[src/rtl/keccak_pkg.sv]
// Shared Keccak pipeline definitions: mode tags, rate sizes and squeeze FSM states.
package keccak_pkg;

  typedef enum logic [1:0] {
    MODE_SHAKE128 = 2'b00,
    MODE_SHAKE256 = 2'b01,
    MODE_SHA3_256 = 2'b10,
    MODE_SHA3_512 = 2'b11
  } mode_e;

  localparam int unsigned RATE_SHAKE128 = 1344;
  localparam int unsigned RATE_SHAKE256 = 1088;
  localparam int unsigned RATE_SHA3_256 = 1088;
  localparam int unsigned RATE_SHA3_512 = 576;

  typedef enum logic {
    EMPTY,
    DRAIN
  } squeeze_state_e;

  function automatic int unsigned rate_words(input mode_e mode, input int unsigned width);
    int unsigned bits;
    case (mode)
      MODE_SHAKE128: bits = RATE_SHAKE128;
      MODE_SHAKE256: bits = RATE_SHAKE256;
      MODE_SHA3_256: bits = RATE_SHA3_256;
      default:       bits = RATE_SHA3_512;
    endcase
    return bits / width;
  endfunction

endpackage

[src/rtl/squeeze_output_stage_if.sv]
// Permute-stage block write, message length load and output word stream of the squeeze stage.
interface squeeze_output_stage_if #(
  parameter int unsigned OUT_WIDTH = 64
);
  logic [keccak_pkg::RATE_SHAKE128-1:0] rate_input;
  logic [1:0]                           operation_mode_in;
  logic                                 output_buffer_we;
  logic                                 output_buffer_available;
  logic                                 out_size_load;
  logic [31:0]                          out_size_in;
  logic [OUT_WIDTH-1:0]                 data_out;
  logic                                 data_out_valid;
  logic                                 data_out_last;
  logic                                 data_out_ready;

  modport master (
    output rate_input, operation_mode_in, output_buffer_we, out_size_load, out_size_in,
    output data_out_ready,
    input  output_buffer_available, data_out, data_out_valid, data_out_last
  );

  modport slave (
    input  rate_input, operation_mode_in, output_buffer_we, out_size_load, out_size_in,
    input  data_out_ready,
    output output_buffer_available, data_out, data_out_valid, data_out_last
  );
endinterface

[src/rtl/squeeze_datapath.sv]
// Rate block buffer, remaining-bit and word counters, word select and bit-level truncation mask.
module squeeze_datapath
  import keccak_pkg::*;
#(
  parameter int unsigned OUT_WIDTH = 64
) (
  input  logic                     clk,
  input  logic                     rst,
  input  logic [RATE_SHAKE128-1:0] rate_input,
  input  logic [1:0]               operation_mode_in,
  input  logic [31:0]              out_size_in,
  input  logic                     capture_en,
  input  logic                     size_load_en,
  input  logic                     xfer_en,
  input  logic                     data_out_valid,
  output logic [OUT_WIDTH-1:0]     data_out,
  output logic                     data_out_last,
  output logic                     last_word,
  output logic                     remaining_zero,
  output logic                     final_idx
);

  localparam int unsigned WORDS_MAX = RATE_SHAKE128 / OUT_WIDTH;
  localparam int unsigned IDX_W     = $clog2(WORDS_MAX + 1);
  localparam int unsigned SH_W      = $clog2(OUT_WIDTH);
  localparam logic [OUT_WIDTH-1:0] ONES = '1;

  logic [WORDS_MAX-1:0][OUT_WIDTH-1:0] buf_q;
  mode_e                               mode_q;
  logic [31:0]                         remaining_q;
  logic [IDX_W-1:0]                    word_idx_q;
  logic [OUT_WIDTH-1:0]                word_sel;
  logic [OUT_WIDTH-1:0]                mask;

  always_ff @(posedge clk or negedge rst) begin
    if (!rst) begin
      buf_q       <= '0;
      mode_q      <= MODE_SHAKE128;
      remaining_q <= '0;
      word_idx_q  <= '0;
    end else begin
      if (capture_en) begin
        buf_q      <= rate_input;
        mode_q     <= mode_e'(operation_mode_in);
        word_idx_q <= '0;
      end else if (xfer_en) begin
        word_idx_q <= word_idx_q + IDX_W'(1);
      end
      // last_word already means remaining <= OUT_WIDTH, so this saturates at zero.
      if (size_load_en)  remaining_q <= out_size_in;
      else if (xfer_en)  remaining_q <= last_word ? '0 : remaining_q - OUT_WIDTH;
    end
  end

  always_comb begin
    word_sel = '0;
    if (word_idx_q < IDX_W'(WORDS_MAX)) word_sel = buf_q[word_idx_q];
    mask = ONES;
    if (remaining_q < OUT_WIDTH) mask = ~(ONES << remaining_q[SH_W-1:0]);
  end

  assign last_word      = (remaining_q <= OUT_WIDTH);
  assign remaining_zero = (remaining_q == '0);
  assign final_idx      = (32'(word_idx_q) == rate_words(mode_q, OUT_WIDTH) - 1);
  assign data_out       = data_out_valid ? (word_sel & mask) : '0;
  assign data_out_last  = data_out_valid & last_word;

endmodule

[src/rtl/squeeze_fsm.sv]
// EMPTY/DRAIN control for the squeeze stage: handshake, buffer capture and counter enables.
module squeeze_fsm
  import keccak_pkg::*;
(
  input  logic clk,
  input  logic rst,
  input  logic output_buffer_we,
  input  logic out_size_load,
  input  logic data_out_ready,
  input  logic last_word,
  input  logic remaining_zero,
  input  logic final_idx,
  output logic output_buffer_available,
  output logic data_out_valid,
  output logic capture_en,
  output logic size_load_en,
  output logic xfer_en
);

  squeeze_state_e state_q, state_d;

  always_ff @(posedge clk or negedge rst) begin
    if (!rst) state_q <= EMPTY;
    else      state_q <= state_d;
  end

  always_comb begin
    state_d                 = state_q;
    output_buffer_available = 1'b0;
    data_out_valid          = 1'b0;
    capture_en              = 1'b0;
    size_load_en            = 1'b0;
    xfer_en                 = 1'b0;
    unique case (state_q)
      EMPTY: begin
        output_buffer_available = 1'b1;
        size_load_en            = out_size_load;
        capture_en              = output_buffer_we;
        if (output_buffer_we) state_d = DRAIN;
      end
      DRAIN: begin
        // A block captured with nothing left to send spends one cycle here and is dropped.
        data_out_valid = !remaining_zero;
        xfer_en        = data_out_valid && data_out_ready;
        if (remaining_zero || (xfer_en && (last_word || final_idx))) state_d = EMPTY;
      end
      default: state_d = EMPTY;
    endcase
  end

  a_no_we_in_drain: assert property (@(posedge clk) disable iff (!rst)
    (state_q == DRAIN) |-> !output_buffer_we)
    else $error("output_buffer_we asserted while draining");

  a_no_load_in_drain: assert property (@(posedge clk) disable iff (!rst)
    (state_q == DRAIN) |-> !out_size_load)
    else $error("out_size_load asserted while draining");

endmodule

[src/rtl/squeeze_output_stage.sv]
// Final Keccak stage: captures a rate block and streams it out as truncated OUT_WIDTH-bit words.
module squeeze_output_stage
  import keccak_pkg::*;
#(
  parameter int unsigned OUT_WIDTH = 64
) (
  input logic                   clk,
  input logic                   rst,
  squeeze_output_stage_if.slave bus
);

  logic capture_en;
  logic size_load_en;
  logic xfer_en;
  logic last_word;
  logic remaining_zero;
  logic final_idx;
  logic valid;

  squeeze_fsm u_fsm (
    .clk                     (clk),
    .rst                     (rst),
    .output_buffer_we        (bus.output_buffer_we),
    .out_size_load           (bus.out_size_load),
    .data_out_ready          (bus.data_out_ready),
    .last_word               (last_word),
    .remaining_zero          (remaining_zero),
    .final_idx               (final_idx),
    .output_buffer_available (bus.output_buffer_available),
    .data_out_valid          (valid),
    .capture_en              (capture_en),
    .size_load_en            (size_load_en),
    .xfer_en                 (xfer_en)
  );

  squeeze_datapath #(
    .OUT_WIDTH (OUT_WIDTH)
  ) u_dp (
    .clk               (clk),
    .rst               (rst),
    .rate_input        (bus.rate_input),
    .operation_mode_in (bus.operation_mode_in),
    .out_size_in       (bus.out_size_in),
    .capture_en        (capture_en),
    .size_load_en      (size_load_en),
    .xfer_en           (xfer_en),
    .data_out_valid    (valid),
    .data_out          (bus.data_out),
    .data_out_last     (bus.data_out_last),
    .last_word         (last_word),
    .remaining_zero    (remaining_zero),
    .final_idx         (final_idx)
  );

  assign bus.data_out_valid = valid;

endmodule

[src/flat_wrapper.sv]
// flat-port wrapper written by rule: the top's interface ports become plain ports
module squeeze_output_stage_flat import keccak_pkg::*;
#(
  parameter int unsigned OUT_WIDTH = 64
)
  (clk, rst, bus_rate_input, bus_operation_mode_in, bus_output_buffer_we, bus_out_size_load, bus_out_size_in, bus_data_out_ready, bus_output_buffer_available, bus_data_out, bus_data_out_valid, bus_data_out_last);
  squeeze_output_stage_if #(.OUT_WIDTH(OUT_WIDTH)) bus_i ();
  input logic clk;
  input logic rst;
  input wire logic [$bits(bus_i.rate_input)-1:0] bus_rate_input;
  input wire logic [$bits(bus_i.operation_mode_in)-1:0] bus_operation_mode_in;
  input wire logic [$bits(bus_i.output_buffer_we)-1:0] bus_output_buffer_we;
  input wire logic [$bits(bus_i.out_size_load)-1:0] bus_out_size_load;
  input wire logic [$bits(bus_i.out_size_in)-1:0] bus_out_size_in;
  input wire logic [$bits(bus_i.data_out_ready)-1:0] bus_data_out_ready;
  output wire logic [$bits(bus_i.output_buffer_available)-1:0] bus_output_buffer_available;
  output wire logic [$bits(bus_i.data_out)-1:0] bus_data_out;
  output wire logic [$bits(bus_i.data_out_valid)-1:0] bus_data_out_valid;
  output wire logic [$bits(bus_i.data_out_last)-1:0] bus_data_out_last;
  assign bus_i.rate_input = bus_rate_input;
  assign bus_i.operation_mode_in = bus_operation_mode_in;
  assign bus_i.output_buffer_we = bus_output_buffer_we;
  assign bus_i.out_size_load = bus_out_size_load;
  assign bus_i.out_size_in = bus_out_size_in;
  assign bus_i.data_out_ready = bus_data_out_ready;
  assign bus_output_buffer_available = bus_i.output_buffer_available;
  assign bus_data_out = bus_i.data_out;
  assign bus_data_out_valid = bus_i.data_out_valid;
  assign bus_data_out_last = bus_i.data_out_last;
  squeeze_output_stage #(.OUT_WIDTH(OUT_WIDTH)) u_core (.clk(clk), .rst(rst), .bus(bus_i));
endmodule
[config.mk]
export PLATFORM = sky130hd
export DESIGN_NAME = squeeze_output_stage_flat
export DESIGN_NICKNAME = d
export VERILOG_FILES = /design/src/rtl/keccak_pkg.sv /design/src/rtl/squeeze_output_stage_if.sv /design/src/rtl/squeeze_datapath.sv /design/src/rtl/squeeze_fsm.sv /design/src/rtl/squeeze_output_stage.sv /design/src/flat_wrapper.sv
export SDC_FILE = /design/constraint.sdc
export NUM_CORES = 2
export LEC_CHECK = 0
export ABC_CLOCK_PERIOD_IN_PS = 2970
export BUFFER_PORTS_ARGS = -buffer_cell sky130_fd_sc_hd__buf_4
export CAP_MARGIN = 15
export CORE_AREA = 2 2 557 559
export DETAILED_ROUTE_END_ITERATION = 7
export DIE_AREA = 0 0 559 561
export PLACE_DENSITY = 0.41
export SLEW_MARGIN = 10
export SYNTH_ARGS = -nofsm -noshare
export SYNTH_HDL_FRONTEND = slang
export SYNTH_SLANG_ARGS = --single-unit
[constraint.sdc]
create_clock -name clk -period 2.97 [get_ports clk]
set_input_delay 0.594 -clock clk [delete_from_list [all_inputs] [get_ports clk]]
set_output_delay 0.594 -clock clk [all_outputs]
set_load 0.02 [all_outputs]
==> impl_metrics.toml <==
[placed_design]
portBuffers = 1449
place_area_mm2 = 0.0846
dpl.hpwl_um = 326000
placedCellCount = 12863
gp_congestion = 0.902

[cells_and_area]
fin_util_pct = 35.1
area_delta_synth_final_pct = 68.9
nets = 11734
final_cells = 14679
final_layout_size_suffix_gt1_share_pct = 29.7
fin_area_mm2 = 0.108

[clock_tree]
htreeDepth = 4
clk_pin_slew_worst_paths_ns = 0.06
cts_buffers = 174
clock_latency_ns = 0.84
clk_path_buf_depth = 4
cts_tree = "yes"
root_buffer = "clkbuf_16"
cts.sinks = 1384

[setup_path]
crit_start = "u_core.u_dp.word_idx_q[0]"
setup.worst_path.end_class = "output port"
start_kind = "register"
r2r-end = "u_core.u_dp.remaining_q[6]"
ff2ff_path_depth = 9
endpoint = "bus_data_out[41]"
critPathKind = "register to output port"
r2r-start = "u_core.u_dp.remaining_q[1]"
reg2reg_slack_ns = 0.27
cp.arrival_ns = 3.70
cp_data_required_time_ns = 2.38
crit_fanout = 7

[logic_synthesis]
synth_top_area_share_pct = 54.2
syn_area_mm2 = 0.0639
syn_nets = 8533
synth_cell_type_count = 76
yosysSeqAreaShare_pct = 54.2
syn_inst = 7145
synth_edf_count = 0
synth-seq-cells = 1384
synthArstFlopShare_pct = 100
ys_warn_count = 0
synth.avg_cell_area_um2 = 8.94
synthTopCellsByArea = "dfrtp_1 (54%), nand2_1 (24%), mux4_2 (8.5%)"
synth_ff_type = "dfrtp_1"
synth_top_area_cell = "dfrtp_1"

[global_routing]
grt_pass1_wl_um = 563000
overflow = 0
antenna_found_initial = 161
grt_pass1_vias = 69409
grt_start_max_net_pins = 114
grt_usage_pct = 25.5

[sta]
fin_skew_ns = 0.0405
setup_viol = 66
layout_min_cycle_time_ns = 4.30
maxSlewViolCount = 0
setup_ws_ns = -1.33
tightest_slew_ns = 1.24
finalSetupTns_ns = -69.52
rsz0062_at_grt = "yes"
period_share_pct = 145
slew_headroom_pct = 17.0
fmax_mhz = 233
hold_violations = 0

[floorplanning]
rows = 204
die_height_um = 561
ioPinCount = 1450
initial_core_util_pct = 20.8
die_w_um = 559
core_area_mm2 = 0.308
dieArea_mm2 = 0.314

[route]
postRouteAntennaNets = 0
first_pass_iters = 7
wirelength_um = 411000
drc = 0
dr.first_iter.drc_count = 5563
wl_per_cell_um = 28.0
via_per_inst = 4.54
vias = 66684

[run_status]
status = "complete, but fails checks"
violations = "setup timing"

[pwr]
p_leak_uw = 0.0528
p_per_area_mw_per_mm2 = 1140
vdd_drop_max_uv = 528
finalPower_uw = 123000

[job]
maxCapViolCount = 0

[min_path]
hold_class = "input port to register"
==> what timing repair did <==
action / 4_1_cts / 5_1_grt
setup endpoints to repair: 66 / 66
endpoints found under the hold margin: 1336 / 0
setup buffers: 99 / 55
gates cloned: 6 / 0
pin swaps: 126 / 117
hold buffers: 1309 / 0
gates resized for setup: 528 / 159
==> cell families (layout without fill, tap and decap cells) <==
| family | count (synthesis) | in the layout | synth area share (%) |
|---|---|---|---|
| AND/OR/NAND/NOR | 4431 | 4431 | 26.8 |
| adder cells (fa/ha/maj) | 5 | 5 | 0.0979 |
| buffers and inverters | 497 | 3840 | 3.14 |
| XOR/XNOR | 5 | 5 | 0.0685 |
| multiplexers | 358 | 358 | 10.5 |
| flip-flops | 1384 | 1384 | 54.2 |
| AO/OA/AOI/OAI | 465 | 465 | 5.22 |
| other | 0 | 71 | 0 |
==> Yosys cell counts (14+ instances only) <==
cell type	number
nand2_1	4138
dfrtp_1	1384
clkbuf_1	379
mux4_2	242
nor2_1	129
a21oi_1	111
o21ai_0	77
a221oi_1	69
mux2_2	69
and3_1	54
buf_2	49
mux2i_1	47
a211oi_1	35
buf_1	33
nor3_1	32
a222oi_1	22
nand3_1	19
a221o_1	17
o221ai_1	15
a22oi_1	14
buf_4	14
inv_1	14
==> flip-flops by register name (all words and copies together), names as in the netlist <==
register	cells
u_core.u_dp.buf_q	1344
u_core.u_dp.word_idx_q	5
u_core.u_dp.mode_q	2
u_core.u_fsm.state_q	1
u_core.u_dp.remaining_q	32
==> metal layers <==
layer,part of all wire (%),GRT usage [%]
met2,47,42.0
met5,0.13,0
met4,3.4,7.63
met1,44,34.0
met3,6.1,4.39
==> worst max-delay path, stage by stage, from the launching register on <==
cell,delay [ns]
dfrtp_4,0.51
buf_12,0.17
buf_16,0.15
buf_16,0.14
buf_4,0.13
buf_12,0.13
mux4_2,0.43
a222oi_1,0.77
a221oi_4,0.20
buf_6,0.21
==> worst min path at each step <==
| stage | from | end | slack, ns | cells after the start |
|---|---|---|---|---|
| CTS | bus_rate_input[648] | u_core.u_dp.buf_q[648] | 0.0004 | 3 |
| global route | bus_rate_input[742] | u_core.u_dp.buf_q[742] | 0.03 | 3 |
| floorplan | rst | u_core.u_dp.buf_q[0] | 0.30 | 0 |
| global placement | u_core.u_dp.buf_q[1325] | u_core.u_dp.buf_q[1325] | 0.45 | 2 |
| detailed placement | u_core.u_dp.buf_q[810] | u_core.u_dp.buf_q[810] | 0.46 | 2 |
| finish | bus_out_size_in[14] | u_core.u_dp.remaining_q[14] | 0.06 | 3 |
==> layout make-up <==
type                    instances  area [um2]
diodes                         71         178
clock buffers                 252        5020
clock inverters                66         793
fillers                     31508      200000
inverters                      18        78.8
multi-input cells            5264       29600
flip-flops and latches       1384       34600
well taps                    4120        5150
repair buffers               3504       32400
==> metrics by stage <==
step	setup WS (ns)	hold slack, ns
after CTS	-1.37	0.000424
after global placement	-1.67	0.450
after global routing	-1.34	0.0257
after floorplan	0.0481	0.298
final	-1.33	0.0621
after detailed placement	-1.13	0.456
==> cells in the final DEF (no fill, tap or decap), types with 19 or more instances in the layout <==
master         count
a211oi_2          19
a21oi_1           68
a21oi_2           29
a221oi_1          23
a221oi_2          26
a221oi_4          20
a222oi_1          22
and3_1            35
and3_4            19
buf_12           156
buf_4           1873
buf_6            134
clkbuf_1          45
clkbuf_16        178
clkbuf_8          29
clkinv_2          33
dfrtp_1         1379
diode_2           71
dlygate4sd3_1   1309
mux2_2            62
mux2i_1           35
mux4_2           242
nand2_1         4123
nor2_1            84
nor2_2            21
nor2_4            26
o21ai_0           47
==> report_power, final <==
group          switching [uW]  internal [uW]  leakage [uW]  total (uW)
clock                    9120          12900       0.00285       22100
combinational           37800          28600        0.0327       66400
sequential               6500          27800        0.0172       34300
total                   53400          69400        0.0528      123000
Note: power is estimated with default switching activity, not from simulation.
